### src/rtl/rv_pkg.sv
// Shared integer register file definitions: index/data widths, the x0 index,
// the writeback request bundle and a one-hot helper for scoreboard updates.
package rv_pkg;

    localparam int REG_IDX_W = 5;
    localparam int XLEN      = 32;
    localparam int NUM_REGS  = 32;

    localparam logic [REG_IDX_W-1:0] REG_ZERO = 5'd0;

    typedef struct packed {
        logic                 valid;
        logic [REG_IDX_W-1:0] addr;
        logic [XLEN-1:0]      data;
    } wb_req;

    // x0 never becomes pending, so its one-hot encoding is all zeros.
    function automatic logic [NUM_REGS-1:0] reg_onehot(input logic [REG_IDX_W-1:0] idx);
        logic [NUM_REGS-1:0] onehot;
        onehot      = '0;
        onehot[idx] = 1'b1;
        onehot[0]   = 1'b0;
        return onehot;
    endfunction

endpackage

### src/rtl/wb_arbiter.sv
// Two-source writeback arbiter: src0 has priority unless src1 has been
// starved for STARVE_LIMIT cycles; the winner is registered onto the RF port.
module wb_arbiter
    import rv_pkg::*;
#(
    parameter int STARVE_LIMIT = 4,
    parameter int CNT_W        = 4
) (
    input  logic                 clk,
    input  logic                 rst_n,
    input  wb_req                wb0,
    input  wb_req                wb1,
    output logic                 wb0_ready,
    output logic                 wb1_ready,
    output logic                 rf_w_en,
    output logic [REG_IDX_W-1:0] rf_w_addr,
    output logic [XLEN-1:0]      rf_w_data
);

    localparam logic [CNT_W-1:0] LIMIT = CNT_W'(STARVE_LIMIT);

    logic [CNT_W-1:0]     starve_cnt_q, starve_cnt_d;
    logic                 rf_w_en_q, rf_w_en_d;
    logic [REG_IDX_W-1:0] rf_w_addr_q, rf_w_addr_d;
    logic [XLEN-1:0]      rf_w_data_q, rf_w_data_d;
    logic                 force_grant;
    logic                 hs0, hs1;

    // The ready equations make the two handshakes mutually exclusive, so the
    // write register never has to choose between two winners.
    always_comb begin
        force_grant  = (starve_cnt_q == LIMIT);
        wb0_ready    = !force_grant;
        wb1_ready    = force_grant | !wb0.valid;
        hs0          = wb0.valid & wb0_ready;
        hs1          = wb1.valid & wb1_ready;

        starve_cnt_d = starve_cnt_q;
        if (hs1) begin
            starve_cnt_d = '0;
        end else if (wb1.valid && !wb1_ready && (starve_cnt_q != LIMIT)) begin
            starve_cnt_d = starve_cnt_q + 1'b1;
        end

        rf_w_en_d   = 1'b0;
        rf_w_addr_d = rf_w_addr_q;
        rf_w_data_d = rf_w_data_q;
        if (hs1) begin
            rf_w_en_d   = (wb1.addr != REG_ZERO);
            rf_w_addr_d = wb1.addr;
            rf_w_data_d = wb1.data;
        end else if (hs0) begin
            rf_w_en_d   = (wb0.addr != REG_ZERO);
            rf_w_addr_d = wb0.addr;
            rf_w_data_d = wb0.data;
        end
    end

    always_ff @(posedge clk or negedge rst_n) begin
        if (!rst_n) begin
            starve_cnt_q <= '0;
            rf_w_en_q    <= 1'b0;
            rf_w_addr_q  <= '0;
            rf_w_data_q  <= '0;
        end else begin
            starve_cnt_q <= starve_cnt_d;
            rf_w_en_q    <= rf_w_en_d;
            rf_w_addr_q  <= rf_w_addr_d;
            rf_w_data_q  <= rf_w_data_d;
        end
    end

    assign rf_w_en   = rf_w_en_q;
    assign rf_w_addr = rf_w_addr_q;
    assign rf_w_data = rf_w_data_q;

endmodule

### src/rtl/rf_wb_scoreboard.sv
// Register file writeback control: per-register pending scoreboard with
// RAW/WAW issue stall, plus the two-source writeback arbiter.
module rf_wb_scoreboard
    import rv_pkg::*;
#(
    parameter int STARVE_LIMIT = 4,
    parameter int CNT_W        = 4
) (
    input  logic                 clk,
    input  logic                 rst_n,
    input  logic                 issue_valid,
    input  logic                 issue_rs1_en,
    input  logic [REG_IDX_W-1:0] issue_rs1,
    input  logic                 issue_rs2_en,
    input  logic [REG_IDX_W-1:0] issue_rs2,
    input  logic                 issue_rd_en,
    input  logic [REG_IDX_W-1:0] issue_rd,
    output logic                 issue_stall,
    input  logic                 wb0_valid,
    input  logic [REG_IDX_W-1:0] wb0_addr,
    input  logic [XLEN-1:0]      wb0_data,
    output logic                 wb0_ready,
    input  logic                 wb1_valid,
    input  logic [REG_IDX_W-1:0] wb1_addr,
    input  logic [XLEN-1:0]      wb1_data,
    output logic                 wb1_ready,
    output logic                 rf_w_en,
    output logic [REG_IDX_W-1:0] rf_w_addr,
    output logic [XLEN-1:0]      rf_w_data,
    output logic [NUM_REGS-1:0]  pending
);

    wb_req               wb0_req, wb1_req;
    logic [NUM_REGS-1:0] pending_q, pending_d;
    logic [NUM_REGS-1:0] set_vec, clr_vec;
    logic                issue_accept;

    always_comb begin
        wb0_req = '{valid: wb0_valid, addr: wb0_addr, data: wb0_data};
        wb1_req = '{valid: wb1_valid, addr: wb1_addr, data: wb1_data};
    end

    wb_arbiter #(
        .STARVE_LIMIT (STARVE_LIMIT),
        .CNT_W        (CNT_W)
    ) u_arb (
        .clk       (clk),
        .rst_n     (rst_n),
        .wb0       (wb0_req),
        .wb1       (wb1_req),
        .wb0_ready (wb0_ready),
        .wb1_ready (wb1_ready),
        .rf_w_en   (rf_w_en),
        .rf_w_addr (rf_w_addr),
        .rf_w_data (rf_w_data)
    );

    // Hazards use only the registered vector; a same-cycle commit still stalls,
    // and the set is applied after the clear so a newer producer stays pending.
    always_comb begin
        issue_stall  = issue_valid & ((issue_rs1_en & pending_q[issue_rs1]) |
                                      (issue_rs2_en & pending_q[issue_rs2]) |
                                      (issue_rd_en  & pending_q[issue_rd]));
        issue_accept = issue_valid & !issue_stall;
        set_vec      = (issue_accept & issue_rd_en) ? reg_onehot(issue_rd) : '0;
        clr_vec      = rf_w_en ? reg_onehot(rf_w_addr) : '0;
        pending_d    = (pending_q & ~clr_vec) | set_vec;
        pending_d[0] = 1'b0;
    end

    always_ff @(posedge clk or negedge rst_n) begin
        if (!rst_n) begin
            pending_q <= '0;
        end else begin
            pending_q <= pending_d;
        end
    end

    assign pending = pending_q;

endmodule

### config.mk
export PLATFORM = sky130hd
export DESIGN_NAME = rf_wb_scoreboard
export DESIGN_NICKNAME = d
export VERILOG_FILES = /design/src/rtl/rv_pkg.sv /design/src/rtl/wb_arbiter.sv /design/src/rtl/rf_wb_scoreboard.sv
export SDC_FILE = /design/constraint.sdc
export NUM_CORES = 1
export LEC_CHECK = 0
export BUFFER_PORTS_ARGS = -buffer_cell sky130_fd_sc_hd__buf_2
export CORE_ASPECT_RATIO = 0.8
export CORE_UTILIZATION = 50
export CTS_CLUSTER_SIZE = 24
export DETAILED_ROUTE_END_ITERATION = 8
export HOLD_SLACK_MARGIN = 0.12
export PLACE_DENSITY = 0.78
export SLEW_MARGIN = 20
export SYNTH_ARGS = -nofsm -noshare
export SYNTH_HDL_FRONTEND = slang
export SYNTH_SLANG_ARGS = --single-unit
export TNS_END_PERCENT = 20
### constraint.sdc
create_clock -name clk -period 3.85 [get_ports clk]
set_input_delay 0.1925 -clock clk [delete_from_list [all_inputs] [get_ports clk]]
set_output_delay 0.1925 -clock clk [all_outputs]
set_load 0.05 [all_outputs]
==> report_table.html, run 1 <==
<table>
<tr><th>Metric</th><th>Value</th></tr>
<tr><th colspan="2">Clock network</th></tr>
<tr><td># resized after CTS</td><td>0</td></tr>
<tr><td>Number of clock sinks</td><td>73</td></tr>
<tr><td>Cell chosen for the clock root</td><td>sky130_fd_sc_hd__clkbuf_8</td></tr>
<tr><td>Clock slew at reported path FFs</td><td>80 ps</td></tr>
<tr><td>Number of clock buffers inserted by TritonCTS</td><td>9</td></tr>
<tr><td>Number of buffers inserted by post-CTS setup repair</td><td>0</td></tr>
<tr><td>TritonCTS clock tree</td><td>done</td></tr>
<tr><td>Post-CTS Hold Fix Bufs</td><td>34</td></tr>
<tr><td>Clock network latency to the later pin of the worst-skew pair</td><td>350 ps</td></tr>
<tr><td>Clock tree buffer depth</td><td>2</td></tr>
<tr><td>Number of H-tree levels</td><td>3</td></tr>
<tr><th colspan="2">Power</th></tr>
<tr><td>Worst VDD drop</td><td>332 uV</td></tr>
<tr><td>PwrDens</td><td>644 nW/um^2</td></tr>
<tr><td>Leakage power</td><td>0.00258 uW</td></tr>
<tr><th colspan="2">Job</th></tr>
<tr><td>Max capacitance violation total</td><td>0</td></tr>
<tr><th colspan="2">Timing</th></tr>
<tr><td>Final setup violation count</td><td>0</td></tr>
<tr><td>Final sum of negative setup slack</td><td>0 ps</td></tr>
<tr><td>Final count of hold timing violations</td><td>0</td></tr>
<tr><td>Hold Slack</td><td>135 ps</td></tr>
<tr><td>Worst slew pin tran</td><td>888 ps</td></tr>
<tr><td>RSZ-0062 raised after global routing</td><td>false</td></tr>
<tr><td>Highest achievable clock rate</td><td>351 MHz</td></tr>
<tr><td>Pins over their slew limit</td><td>0</td></tr>
<tr><td>Final min period</td><td>2850 ps</td></tr>
<tr><td>Relative max-transition margin</td><td>40.8%</td></tr>
<tr><td>Share of the clock period used by the worst path after layout</td><td>74.1%</td></tr>
<tr><td>Post-Route Skew</td><td>11.4 ps</td></tr>
<tr><th colspan="2">Setup path</th></tr>
<tr><td>Critical path type</td><td>reg2out</td></tr>
<tr><td>Critical Path Start Type</td><td>flip-flop</td></tr>
<tr><td>Type of element capturing the critical path</td><td>output pin</td></tr>
<tr><td>Arrival time of data at the critical path endpoint</td><td>2660 ps</td></tr>
<tr><td>Largest fanout of any net on the critical path</td><td>13</td></tr>
<tr><td>Data required time at the worst endpoint</td><td>3660 ps</td></tr>
<tr><th colspan="2">Floorplan</th></tr>
<tr><td>Die Y</td><td>84.5 um</td></tr>
<tr><td>Initial standard-cell utilization of the core</td><td>52.5%</td></tr>
<tr><td>CORE AREA</td><td>8090 um^2</td></tr>
<tr><td>Die width</td><td>105 um</td></tr>
<tr><td>Full die area</td><td>8880 um^2</td></tr>
<tr><td>IO Count</td><td>170</td></tr>
<tr><td>Core Rows</td><td>29</td></tr>
<tr><th colspan="2">Layout</th></tr>
<tr><td>Number of diodes</td><td>0</td></tr>
<tr><td>Final standard cell utilization of the core</td><td>69.8%</td></tr>
<tr><td>Number of nets in the finished design</td><td>689</td></tr>
<tr><td>Leading cell type in the layout, fill and taps excluded</td><td>sky130_fd_sc_hd__buf_2</td></tr>
<tr><td>Share of layout cells above drive strength 1</td><td>36.1%</td></tr>
<tr><td>Leading cell types in the layout, fill and taps excluded</td><td>sky130_fd_sc_hd__buf_2 (168), sky130_fd_sc_hd__dfrtp_1 (73), sky130_fd_sc_hd__mux2i_1 (49)</td></tr>
<tr><td>Layout overhead on the synthesized area</td><td>32.8%</td></tr>
<tr><td>Post-route cell area</td><td>5640 um^2</td></tr>
<tr><th colspan="2">Global routing</th></tr>
<tr><td>GRT Resource Usage Total</td><td>31.8%</td></tr>
<tr><td>Number of global-route vias before repair</td><td>4,436</td></tr>
<tr><td>Global-route wire length before repair</td><td>21.9 mm</td></tr>
<tr><td>Largest net degree at the start of global routing</td><td>45</td></tr>
<tr><td>Antenna violations before repair</td><td>0</td></tr>
<tr><td>Remaining Overflow, GRT</td><td>0</td></tr>
<tr><th colspan="2">Logic synthesis</th></tr>
<tr><td>Register bit total from synthesis</td><td>73</td></tr>
<tr><td>Main synth FF type</td><td>sky130_fd_sc_hd__dfrtp_1</td></tr>
<tr><td>Synthesized area</td><td>4250 um^2</td></tr>
<tr><td>Synthesis warning total</td><td>0</td></tr>
<tr><td>Register area share after synthesis</td><td>43.0%</td></tr>
<tr><td>Number of flops mapped to enable cells by yosys</td><td>0</td></tr>
<tr><td>Syn Nets</td><td>504</td></tr>
<tr><td>Synthesized instance count</td><td>405</td></tr>
<tr><td>Mean Syn Cell Area</td><td>10.5 um^2</td></tr>
<tr><td>Async S/R FF share, synth</td><td>100%</td></tr>
<tr><td>Count of cell types in the netlist</td><td>40</td></tr>
<tr><th colspan="2">Status</th></tr>
<tr><td>Status</td><td>finished, final reports clean</td></tr>
<tr><th colspan="2">Drt</th></tr>
<tr><td>Remaining number of nets flagged by the antenna check after routing</td><td>0</td></tr>
<tr><td>Length of the first detailed-routing pass in iterations</td><td>5</td></tr>
<tr><td>Via count</td><td>4,376</td></tr>
<tr><td>Initial DRC count</td><td>457</td></tr>
<tr><td>DRT Wirelength</td><td>13.7 mm</td></tr>
<tr><td>Number of design rule violations left after detail routing</td><td>0</td></tr>
<tr><td>Via-per-instance ratio</td><td>6.22</td></tr>
<tr><td>Per-cell routed wire length</td><td>19.5 um</td></tr>
<tr><th colspan="2">Place</th></tr>
<tr><td>HPWL reported at the end of detailed placement</td><td>9.27 mm</td></tr>
<tr><td>Placed cell areas</td><td>5110 um^2</td></tr>
<tr><td>Number of buffers added on ports</td><td>168</td></tr>
<tr><td>Final GP Congestion</td><td>0.910</td></tr>
<tr><th colspan="2">Min path</th></tr>
<tr><td>Type of the tightest min-delay check</td><td>in2reg</td></tr>
</table>
==> synth_stat cells (5+ instances only) <==
library cell | count | share of area (%)
sky130_fd_sc_hd__clkbuf_1 | 22 | 1.9
sky130_fd_sc_hd__mux2i_1 | 49 | 12
sky130_fd_sc_hd__nand3_1 | 7 | 0.82
sky130_fd_sc_hd__nand2_1 | 12 | 1.1
sky130_fd_sc_hd__nand3b_1 | 8 | 1.4
sky130_fd_sc_hd__nor2b_1 | 5 | 0.74
sky130_fd_sc_hd__mux4_2 | 17 | 9.0
sky130_fd_sc_hd__inv_1 | 6 | 0.53
sky130_fd_sc_hd__dfrtp_1 | 73 | 43
sky130_fd_sc_hd__o41ai_1 | 29 | 6.0
sky130_fd_sc_hd__or3b_2 | 5 | 1.0
sky130_fd_sc_hd__nor2_1 | 42 | 3.7
sky130_fd_sc_hd__buf_1 | 5 | 0.44
sky130_fd_sc_hd__a21oi_1 | 43 | 5.1
sky130_fd_sc_hd__nand4_1 | 5 | 0.74
sky130_fd_sc_hd__o21ai_0 | 36 | 4.2
==> final timing paths <==
check / startpoint / endpoint / slack, ps / cells past startpoint
hold reg to reg: u_arb.starve_cnt_q[2] / u_arb.starve_cnt_q[2] / 540 / 1
setup / recovery: pending[14] / issue_stall / 1000 / 7
hold / removal: wb0_addr[1] / u_arb.rf_w_addr[1] / 140 / 3
min in group asynchronous: rst_n / u_arb.rf_w_data[22] / 510 / 2
max in group asynchronous: rst_n / pending[16] / 2350 / 3
setup reg to reg: pending[11] / pending[30] / 1060 / 6
==> cells by family after synthesis <==
kind of cell,after synthesis,synth area share (%)
AOI/OAI and AO/OA,123,18.5
and+or+nand+nor,99,11.9
DFF,73,43.0
muxes,68,21.8
buffers and inverters,39,4.27
adders and majority gates,2,0.588
other,1,0.0882
==> final cells by class <==
class	count	area (um^2)
clock inverters	6	67.6
well taps	108	135
multi-input cells	293	2250
inverters	6	22.5
repair buffers	207	1220
clock buffers	10	128
fillers	584	2450
flip-flops and latches	73	1830
==> metrics by stage <==
step	instances	power [uW]	setup WS [ps]
after floorplan	405	2480	1140
after global placement	653	2940	1210
after detailed placement	653	2970	1090
after CTS	703	3600	1070
after global routing	703	3780	900
final	703	3640	997
==> layer usage <==
layer / up-vias / track usage (%) / wire length, um
met5: - / 0 / 0
met4: 0 / 15.0 / 493
met3: 58 / 9.78 / 1410
met2: 289 / 51.7 / 6530
met1: 2108 / 39.1 / 5270
li1: 1921 / - / -
==> worst max-delay path, cell delays in order (launching register included) <==
cell and delay, ps:
sky130_fd_sc_hd__dfrtp_1 470, sky130_fd_sc_hd__mux4_2 510, sky130_fd_sc_hd__a22o_1 240, sky130_fd_sc_hd__nand2_1 70, sky130_fd_sc_hd__nand4_1 460, sky130_fd_sc_hd__nand2_1 230, sky130_fd_sc_hd__a31oi_1 110, sky130_fd_sc_hd__buf_2 240
==> power breakdown <==
group / switching, uW / internal, uW
sequential: 302 / 971
combinational: 1200 / 555
clock: 303 / 302
==> state kept, by name, indices dropped and copies added, names as in the netlist <==
name	count
u_arb.rf_w_en	1
pending	31
u_arb.rf_w_addr	5
u_arb.starve_cnt_q	4
u_arb.rf_w_data	32
Note: power is estimated with default switching activity, not from simulation.
==> run 2: changes to the inputs <==
--- a/config.mk
+++ b/config.mk
@@ -5,13 +5,14 @@
 export SDC_FILE = /design/constraint.sdc
 export NUM_CORES = 1
 export LEC_CHECK = 0
+export ABC_AREA = 1
 export BUFFER_PORTS_ARGS = -buffer_cell sky130_fd_sc_hd__buf_2
 export CORE_ASPECT_RATIO = 0.8
-export CORE_UTILIZATION = 50
+export CORE_UTILIZATION = 46
 export CTS_CLUSTER_SIZE = 24
 export DETAILED_ROUTE_END_ITERATION = 8
 export HOLD_SLACK_MARGIN = 0.12
-export PLACE_DENSITY = 0.78
+export PLACE_DENSITY = 0.74
 export SLEW_MARGIN = 20
 export SYNTH_ARGS = -nofsm -noshare
 export SYNTH_HDL_FRONTEND = slang
==> constraint.sdc (replaced) <==
create_clock -name clk -period 2.6 [get_ports clk]
set_input_delay 0.13 -clock clk [delete_from_list [all_inputs] [get_ports clk]]
set_output_delay 0.13 -clock clk [all_outputs]
set_load 0.05 [all_outputs]
==> report_table.html, run 2 <==
<table>
<tr><th>Metric</th><th>Value</th></tr>
<tr><th colspan="2">Global routing</th></tr>
<tr><td>Number of global-route vias before repair</td><td>5,501 (+24%)</td></tr>
<tr><td>Remaining Overflow, GRT</td><td>0 (unchanged)</td></tr>
<tr><td>GRT Resource Usage Total</td><td>31.9% (+0.11 points)</td></tr>
<tr><td>Largest net degree at the start of global routing</td><td>47 (+4.4%)</td></tr>
<tr><td>Global-route wire length before repair</td><td>26.4 mm (+21%)</td></tr>
<tr><td>Antenna violations before repair</td><td>0 (unchanged)</td></tr>
<tr><th colspan="2">Drt</th></tr>
<tr><td>Via count</td><td>5,509 (+26%)</td></tr>
<tr><td>DRT Wirelength</td><td>16.1 mm (+18%)</td></tr>
<tr><td>Per-cell routed wire length</td><td>15.5 um (-21%)</td></tr>
<tr><td>Initial DRC count</td><td>408 (-11%)</td></tr>
<tr><td>Via-per-instance ratio</td><td>5.28 (-15%)</td></tr>
<tr><td>Length of the first detailed-routing pass in iterations</td><td>5 (unchanged)</td></tr>
<tr><td>Remaining number of nets flagged by the antenna check after routing</td><td>0 (unchanged)</td></tr>
<tr><td>Number of design rule violations left after detail routing</td><td>0 (unchanged)</td></tr>
<tr><th colspan="2">Timing</th></tr>
<tr><td>Highest achievable clock rate</td><td>410 MHz</td></tr>
<tr><td>Worst slew pin tran</td><td>647 ps (-241 ps)</td></tr>
<tr><td>Final sum of negative setup slack</td><td>0 ps (unchanged)</td></tr>
<tr><td>Final count of hold timing violations</td><td>0 (unchanged)</td></tr>
<tr><td>Pins over their slew limit</td><td>0 (unchanged)</td></tr>
<tr><td>Final min period</td><td>2440 ps</td></tr>
<tr><td>Final setup violation count</td><td>0 (unchanged)</td></tr>
<tr><td>Share of the clock period used by the worst path after layout</td><td>93.8%</td></tr>
<tr><td>RSZ-0062 raised after global routing</td><td>false</td></tr>
<tr><td>Relative max-transition margin</td><td>56.9% (+16 points)</td></tr>
<tr><td>Post-Route Skew</td><td>6.83 ps (-4.57 ps)</td></tr>
<tr><th colspan="2">Setup path</th></tr>
<tr><td>Critical Path Start Type</td><td>flip-flop</td></tr>
<tr><td>Type of element capturing the critical path</td><td>flip-flop</td></tr>
<tr><td>Data required time at the worst endpoint</td><td>2870 ps (-790 ps)</td></tr>
<tr><td>Largest fanout of any net on the critical path</td><td>32 (+19)</td></tr>
<tr><td>Arrival time of data at the critical path endpoint</td><td>2700 ps (+40 ps)</td></tr>
<tr><td>Critical path type</td><td>reg2reg</td></tr>
<tr><th colspan="2">Logic synthesis</th></tr>
<tr><td>Synthesized instance count</td><td>673 (+66%)</td></tr>
<tr><td>Synthesis warning total</td><td>0 (unchanged)</td></tr>
<tr><td>Main synth FF type</td><td>sky130_fd_sc_hd__dfrtp_1</td></tr>
<tr><td>Most area-consuming cells after synthesis</td><td>sky130_fd_sc_hd__dfrtp_1 (39%), sky130_fd_sc_hd__nand2_1 (20%), sky130_fd_sc_hd__nand3_1 (9.4%), sky130_fd_sc_hd__nand3_2 (6.4%), sky130_fd_sc_hd__inv_1 (4.4%)</td></tr>
<tr><td>Count leader, synth</td><td>sky130_fd_sc_hd__nand2_1</td></tr>
<tr><td>Number of flops mapped to enable cells by yosys</td><td>0 (unchanged)</td></tr>
<tr><td>Count of cell types in the netlist</td><td>33 (-18%)</td></tr>
<tr><td>Simple-gate area share of the yosys netlist</td><td>42.1% (+30 points)</td></tr>
<tr><td>Async S/R FF share, synth</td><td>100% (unchanged)</td></tr>
<tr><td>Mean Syn Cell Area</td><td>7.02 um^2 (-33%)</td></tr>
<tr><td>Most frequent cells after synthesis</td><td>sky130_fd_sc_hd__nand2_1 (250), sky130_fd_sc_hd__nand3_1 (89), sky130_fd_sc_hd__dfrtp_1 (73)</td></tr>
<tr><td>Area fraction of the dominant cell type after synthesis</td><td>38.7% (-4.3 points)</td></tr>
<tr><td>Post-synthesis xor/xnor area fraction</td><td>0.371% (+0.37 points)</td></tr>
<tr><td>Post-synth top area cell</td><td>sky130_fd_sc_hd__dfrtp_1</td></tr>
<tr><td>Register area share after synthesis</td><td>38.7% (-4.3 points)</td></tr>
<tr><td>Post-synthesis mux area share</td><td>0% (-22 points)</td></tr>
<tr><td>Main combinational cell family by area after synthesis</td><td>simple AND/OR/NAND/NOR gates</td></tr>
<tr><td>Share of synthesized cell area in full adder, half adder and majority cells</td><td>0.530% (-0.059 points)</td></tr>
<tr><td>Synthesized-area fraction occupied by ao, oa, aoi and oai cells</td><td>8.42% (-10 points)</td></tr>
<tr><td>Syn Nets</td><td>772 (+53%)</td></tr>
<tr><td>Synthesized area</td><td>4730 um^2 (+11%)</td></tr>
<tr><td>Register bit total from synthesis</td><td>73 (unchanged)</td></tr>
<tr><th colspan="2">Job</th></tr>
<tr><td>Max capacitance violation total</td><td>0 (unchanged)</td></tr>
<tr><th colspan="2">Clock network</th></tr>
<tr><td>Cell chosen for the clock root</td><td>sky130_fd_sc_hd__clkbuf_16</td></tr>
<tr><td>TritonCTS clock tree</td><td>done</td></tr>
<tr><td>Clock slew at reported path FFs</td><td>50 ps (-30 ps)</td></tr>
<tr><td>Number of clock buffers inserted by TritonCTS</td><td>9 (unchanged)</td></tr>
<tr><td>Clock tree buffer depth</td><td>2 (unchanged)</td></tr>
<tr><td>Number of clock sinks</td><td>73 (unchanged)</td></tr>
<tr><td># resized after CTS</td><td>0 (unchanged)</td></tr>
<tr><td>Clock network latency to the later pin of the worst-skew pair</td><td>340 ps (about the same)</td></tr>
<tr><td>Number of H-tree levels</td><td>3 (unchanged)</td></tr>
<tr><th colspan="2">Layout</th></tr>
<tr><td>Final Non-Filler Cells</td><td>1,044 (+49%)</td></tr>
<tr><td>Post-route cell area</td><td>6610 um^2 (+17%)</td></tr>
<tr><td>Final standard cell utilization of the core</td><td>67.3% (-2.4 points)</td></tr>
<tr><td>Max FFs per register</td><td>32 (unchanged)</td></tr>
<tr><td>Fill cell instance count of the final layout</td><td>779 (+33%)</td></tr>
<tr><td>Number of nets in the finished design</td><td>1,002 (+45%)</td></tr>
<tr><td>Leading cell types in the layout, fill and taps excluded</td><td>sky130_fd_sc_hd__nand2_1 (250), sky130_fd_sc_hd__buf_2 (168), sky130_fd_sc_hd__nand3_1 (89)</td></tr>
<tr><td>Layout overhead on the synthesized area</td><td>39.8%</td></tr>
<tr><td>Share of layout cells above drive strength 1</td><td>26.1% (-10 points)</td></tr>
<tr><td>Leading cell type in the layout, fill and taps excluded</td><td>sky130_fd_sc_hd__nand2_1</td></tr>
<tr><td>Number of diodes</td><td>0 (unchanged)</td></tr>
<tr><th colspan="2">Place</th></tr>
<tr><td>HPWL reported at the end of detailed placement</td><td>10.9 mm (+17%)</td></tr>
<tr><td>Final GP Congestion</td><td>0.909 (about the same)</td></tr>
<tr><td>Placed cell count</td><td>952 (+46%)</td></tr>
<tr><td>Placed cell areas</td><td>5570 um^2 (+9.1%)</td></tr>
<tr><td>Number of buffers added on ports</td><td>168 (unchanged)</td></tr>
<tr><th colspan="2">Floorplan</th></tr>
<tr><td>Die Y</td><td>92.7 um (+9.7%)</td></tr>
<tr><td>CORE AREA</td><td>9810 um^2 (+21%)</td></tr>
<tr><td>Full die area</td><td>10,700 um^2 (+20%)</td></tr>
<tr><td>Initial standard-cell utilization of the core</td><td>48.2% (-4.4 points)</td></tr>
<tr><td>Core Rows</td><td>32 (+10%)</td></tr>
<tr><td>Die width</td><td>115 um (+9.7%)</td></tr>
<tr><td>IO Count</td><td>170 (unchanged)</td></tr>
<tr><th colspan="2">Power</th></tr>
<tr><td>Leakage power</td><td>0.00336 uW (+30%)</td></tr>
<tr><td>Worst VDD drop</td><td>514 uV (+55%)</td></tr>
<tr><td>PwrDens</td><td>891 nW/um^2 (+38%)</td></tr>
<tr><th colspan="2">Status</th></tr>
<tr><td>Status</td><td>finished, final reports clean</td></tr>
<tr><th colspan="2">Min path</th></tr>
<tr><td>Type of the tightest min-delay check</td><td>in2reg</td></tr>
</table>
[run 2: final timing paths]
path | depth (start not counted) | from | endpoint | slack, ps
max in group asynchronous | 3 | rst_n | u_arb.rf_w_data[4] | 1570
hold / removal | 3 | wb1_data[3] | u_arb.rf_w_data[3] | 180
setup / recovery | 10 | u_arb.starve_cnt_q[0] | u_arb.rf_w_data[30] | 160
hold reg to reg | 2 | u_arb.rf_w_data[3] | u_arb.rf_w_data[3] | 510
setup reg to reg | 10 | u_arb.starve_cnt_q[0] | u_arb.rf_w_data[30] | 160
min in group asynchronous | 2 | rst_n | u_arb.starve_cnt_q[3] | 360
[run 2: power by group]
group | internal [uW] | switching (uW) | total, uW
clock | 668 | 475 | 1140
combinational | 777 | 2090 | 2860
sequential | 1460 | 424 | 1880
total | 2900 | 2990 | 5890
[run 2: stage by stage]
step	setup WS [ps]	hold slack [ps]	power (uW)
floorplan	51.0	-166	3810
global placement	642	182	4520
detailed placement	477	187	4570
CTS	252	168	5850
global route	20.0	225	6220
finish	161	178	5890
[run 2: kinds of logic (layout without fill, tap and decap cells)]
group                    after synthesis  count (layout)
AND/OR/NAND/NOR                      432             432
other                                  1               1
adder cells (fa/ha/maj)                2               2
flip-flops                            73              73
buffers and inverters                 91             326
AO/OA/AOI/OAI                         72              72
XOR/XNOR                               2               2
[run 2: what timing repair did]
action	in CTS	in global routing
buffers inserted	0	0
hold buffers	76	0
endpoints found under the hold margin	66	0
[run 2: area by class of cell]
type                       count  area [um^2]  share of cell area [%]
clock buffer                  11          243                    3.67
clock inverter                 5         31.3                   0.473
inverter                      61          231                    3.50
multi-input combinational    509         2440                    36.9
sequential                    73         1830                    27.7
tap                          136          170                    2.58
timing repair buffer         249         1660                    25.2
[run 2: critical path, stage by stage (launching register included)]
cell and delay, ps:
sky130_fd_sc_hd__dfrtp_1 390, sky130_fd_sc_hd__inv_1 90, sky130_fd_sc_hd__ha_1 160, sky130_fd_sc_hd__nand3b_1 130, sky130_fd_sc_hd__nand2_1 130, sky130_fd_sc_hd__inv_1 90, sky130_fd_sc_hd__nor2_2 380, sky130_fd_sc_hd__buf_12 240
sky130_fd_sc_hd__nand2_1 80, sky130_fd_sc_hd__nand3_1 100, sky130_fd_sc_hd__dlygate4sd3_1 580
[run 2: metal layers]
metal / up-vias / global-route usage (%) / part of all wire [%]
met5: - / 0 / 0
met4: 0 / 14.5 / 3.9
met3: 63 / 7.26 / 7.2
met2: 286 / 51.4 / 47
met1: 2537 / 40.7 / 42
li1: 2623 / - / -
==> run 3: changes to the inputs <==
--- a/config.mk
+++ b/config.mk
@@ -5,14 +5,15 @@
 export SDC_FILE = /design/constraint.sdc
 export NUM_CORES = 1
 export LEC_CHECK = 0
-export ABC_AREA = 1
 export BUFFER_PORTS_ARGS = -buffer_cell sky130_fd_sc_hd__buf_2
 export CORE_ASPECT_RATIO = 0.8
-export CORE_UTILIZATION = 46
+export CORE_UTILIZATION = 44
 export CTS_CLUSTER_SIZE = 24
 export DETAILED_ROUTE_END_ITERATION = 8
+export GPL_ROUTABILITY_DRIVEN = 1
 export HOLD_SLACK_MARGIN = 0.12
-export PLACE_DENSITY = 0.74
+export PLACE_DENSITY = 0.73
+export SETUP_SLACK_MARGIN = 0.3
 export SLEW_MARGIN = 20
 export SYNTH_ARGS = -nofsm -noshare
 export SYNTH_HDL_FRONTEND = slang
==> report_table.html, run 3 (synthesized netlist as in run 1, its figures left out) <==
<table>
<tr><th>Metric</th><th>Value</th></tr>
<tr><th colspan="2">Power</th></tr>
<tr><td>Net switching fraction of the power</td><td>46.6% (-4.1 points)</td></tr>
<tr><td>Int Pwr</td><td>3140 uW (+8.3%)</td></tr>
<tr><td>Power dissipated by switching net loads</td><td>2740 uW (-8.1%)</td></tr>
<tr><td>Combinational fraction of design power</td><td>49.3% (+0.7 points)</td></tr>
<tr><td>Sequential share of power</td><td>31.7% (-0.2 points)</td></tr>
<tr><td>Leakage power</td><td>0.00283 uW (-16%)</td></tr>
<tr><td>PwrDens</td><td>943 nW/um^2 (+5.8%)</td></tr>
<tr><td>Portion of total power attributed to the clock network</td><td>19.0% (-0.4 points)</td></tr>
<tr><td>Worst VDD drop</td><td>457 uV (-11%)</td></tr>
<tr><th colspan="2">Timing</th></tr>
<tr><td>Final sum of negative setup slack</td><td>0 ps (unchanged)</td></tr>
<tr><td>Worst slew pin tran</td><td>949 ps (+302 ps)</td></tr>
<tr><td>Hold Slack</td><td>122 ps (-55.6 ps)</td></tr>
<tr><td>Relative max-transition margin</td><td>36.7% (-20 points)</td></tr>
<tr><td>Pins over their slew limit</td><td>0 (unchanged)</td></tr>
<tr><td>Final count of hold timing violations</td><td>0 (unchanged)</td></tr>
<tr><td>Final min period</td><td>2500 ps (+62.3 ps)</td></tr>
<tr><td>Share of the clock period used by the worst path after layout</td><td>96.2% (+2.4 points)</td></tr>
<tr><td>RSZ-0062 raised after global routing</td><td>true</td></tr>
<tr><td>Post-Route Skew</td><td>5.28 ps (-1.55 ps)</td></tr>
<tr><td>Final setup violation count</td><td>0 (unchanged)</td></tr>
<tr><td>Highest achievable clock rate</td><td>400 MHz (-2.5%)</td></tr>
<tr><th colspan="2">Clock network</th></tr>
<tr><td>Number of clock buffers inserted by TritonCTS</td><td>9 (unchanged)</td></tr>
<tr><td>TritonCTS clock tree</td><td>done</td></tr>
<tr><td>Clock tree buffer depth</td><td>2 (unchanged)</td></tr>
<tr><td>Clock network latency to the later pin of the worst-skew pair</td><td>330 ps (about the same)</td></tr>
<tr><td>Number of H-tree levels</td><td>3 (unchanged)</td></tr>
<tr><td>Number of clock sinks</td><td>73 (unchanged)</td></tr>
<tr><td>Clock slew at reported path FFs</td><td>50 ps (about the same)</td></tr>
<tr><td>Cell chosen for the clock root</td><td>sky130_fd_sc_hd__clkbuf_16</td></tr>
<tr><th colspan="2">Setup path</th></tr>
<tr><td>Slowest cell on the critical path</td><td>sky130_fd_sc_hd__mux4_2</td></tr>
<tr><td>Critical Path Start Type</td><td>flip-flop</td></tr>
<tr><td>Arrival time of data at the critical path endpoint</td><td>2700 ps (about the same)</td></tr>
<tr><td>Longest individual stage delay on the worst path</td><td>450 ps (-130 ps)</td></tr>
<tr><td>Critical path, cell by cell</td><td>mux4_2 -&gt; or3b_1 -&gt; o311a_1 -&gt; a211oi_2 -&gt; nand2_2 -&gt; buf_12 -&gt; o41ai_1</td></tr>
<tr><td>Largest fanout of any net on the critical path</td><td>31 (-3.1%)</td></tr>
<tr><td>Critical path type</td><td>reg2reg</td></tr>
<tr><td>Type of element capturing the critical path</td><td>flip-flop</td></tr>
<tr><td>Data required time at the worst endpoint</td><td>2790 ps (-80 ps)</td></tr>
<tr><th colspan="2">Drt</th></tr>
<tr><td>Remaining number of nets flagged by the antenna check after routing</td><td>0 (unchanged)</td></tr>
<tr><td>Via-per-instance ratio</td><td>6.03 (+14%)</td></tr>
<tr><td>Via count</td><td>4,506 (-18%)</td></tr>
<tr><td>Initial DRC count</td><td>283 (-31%)</td></tr>
<tr><td>Per-cell routed wire length</td><td>19.9 um (+29%)</td></tr>
<tr><td>Length of the first detailed-routing pass in iterations</td><td>7 (+2)</td></tr>
<tr><td>Number of design rule violations left after detail routing</td><td>6 (+6)</td></tr>
<tr><td>DRT Wirelength</td><td>14.9 mm (-7.8%)</td></tr>
<tr><th colspan="2">Status</th></tr>
<tr><td>Failing checks</td><td>DRC</td></tr>
<tr><td>Status</td><td>finished, violations left</td></tr>
<tr><th colspan="2">Floorplan</th></tr>
<tr><td>Full die area</td><td>10,100 um^2 (-5.8%)</td></tr>
<tr><td>CORE AREA</td><td>9230 um^2 (-5.9%)</td></tr>
<tr><td>Initial standard-cell utilization of the core</td><td>46.1% (-2.1 points)</td></tr>
<tr><td>Die Y</td><td>89.9 um (-3.0%)</td></tr>
<tr><td>Core Rows</td><td>31 (-3.1%)</td></tr>
<tr><td>IO Count</td><td>170 (unchanged)</td></tr>
<tr><td>Die width</td><td>112 um (-3.0%)</td></tr>
<tr><th colspan="2">Layout</th></tr>
<tr><td>Leading cell types in the layout, fill and taps excluded</td><td>sky130_fd_sc_hd__buf_2 (167), sky130_fd_sc_hd__dfrtp_1 (69), sky130_fd_sc_hd__dlygate4sd3_1 (64)</td></tr>
<tr><td>Leading cell type in the layout, fill and taps excluded</td><td>sky130_fd_sc_hd__buf_2</td></tr>
<tr><td>Number of nets in the finished design</td><td>728 (-27%)</td></tr>
<tr><td>Share of layout cells above drive strength 1</td><td>38.0% (+12 points)</td></tr>
<tr><td>Layout overhead on the synthesized area</td><td>46.9%</td></tr>
<tr><td>Max FFs per register</td><td>32 (unchanged)</td></tr>
<tr><td>Number of diodes</td><td>0 (unchanged)</td></tr>
<tr><th colspan="2">Place</th></tr>
<tr><td>Final GP Congestion</td><td>0.947 (+4.2%)</td></tr>
<tr><td>Number of buffers added on ports</td><td>168 (unchanged)</td></tr>
<tr><td>HPWL reported at the end of detailed placement</td><td>9.33 mm (-14%)</td></tr>
<tr><th colspan="2">Global routing</th></tr>
<tr><td>Remaining Overflow, GRT</td><td>0 (unchanged)</td></tr>
<tr><td>Largest net degree at the start of global routing</td><td>74 (+57%)</td></tr>
<tr><td>Number of global-route vias before repair</td><td>4,583 (-17%)</td></tr>
<tr><td>Global-route wire length before repair</td><td>23.5 mm (-11%)</td></tr>
<tr><td>Antenna violations before repair</td><td>0 (unchanged)</td></tr>
<tr><td>GRT Resource Usage Total</td><td>30.0% (-2.0 points)</td></tr>
<tr><th colspan="2">Job</th></tr>
<tr><td>Max capacitance violation total</td><td>0 (unchanged)</td></tr>
<tr><th colspan="2">Min path</th></tr>
<tr><td>Type of the tightest min-delay check</td><td>in2reg</td></tr>
</table>
## run 3: path summary, 6_finish.rpt
check | start | endpoint | slack, ps | depth (start not counted)
setup / recovery | pending[9] | pending[8] | 100 | 7
hold / removal | wb1_data[3] | u_arb.rf_w_data[3] | 120 | 3
hold reg to reg | u_arb.starve_cnt_q[2] | u_arb.starve_cnt_q[2] | 520 | 1
min in group asynchronous | rst_n | u_arb.rf_w_data[16] | 570 | 3
max in group asynchronous | rst_n | pending[9] | 1340 | 3
setup reg to reg | pending[9] | pending[8] | 100 | 7
## run 3: area by class of cell
class | instances | area (um^2)
tap | 115 | 144
fill | 686 | 2990
inverter | 6 | 22.5
sequential | 73 | 1830
multi-input combinational | 293 | 2360
clock buffer | 14 | 264
timing repair buffer | 246 | 1620
## run 3: power by group through the flow
stage	Combinational, uW	Sequential, uW	Clock [uW]
6_report	2900	1870	1120
4_1_cts	2820	1840	1130
3_3_place_gp	2580	1850	0
5_1_grt	3040	1900	1180
3_5_place_dp	2620	1870	0
2_1_floorplan	939	2760	0
## run 3: stage by stage
stage	utilization [%]	cell area (um^2)	power [uW]	worst slack [ps]	instances
floorplan	-	4280	3700	176	405
global placement	56.5	5210	4430	233	666
detailed placement	56.5	5210	4490	92.4	666
CTS	67.1	6190	5790	140	747
global route	67.6	6240	6120	25.9	747
finish	67.6	6240	5890	99.0	747
## run 3: metal layers
metal	up-vias	global-route usage, %	wire length [um]
met5	-	0	0
met3	57	6.74	1190
li1	1995	-	-
met4	0	13.4	511
met2	259	51.7	7540
met1	2195	35.7	5640
## run 3: critical path, delay by kind of cell (launching register included)
family                 cells  cell delay [ps]
muxes                      1              450
and+or+nand+nor            2              470
DFF                        1              430
buffers and inverters      1              200
AOI/OAI and AO/OA          3              810
## run 3: timing repair
item	CTS	global route
gates resized for setup	8	7
endpoints found under the hold margin	113	0
hold buffers	64	0
gates cloned	0	0
buffers inserted	3	0
setup endpoints to repair	31	52
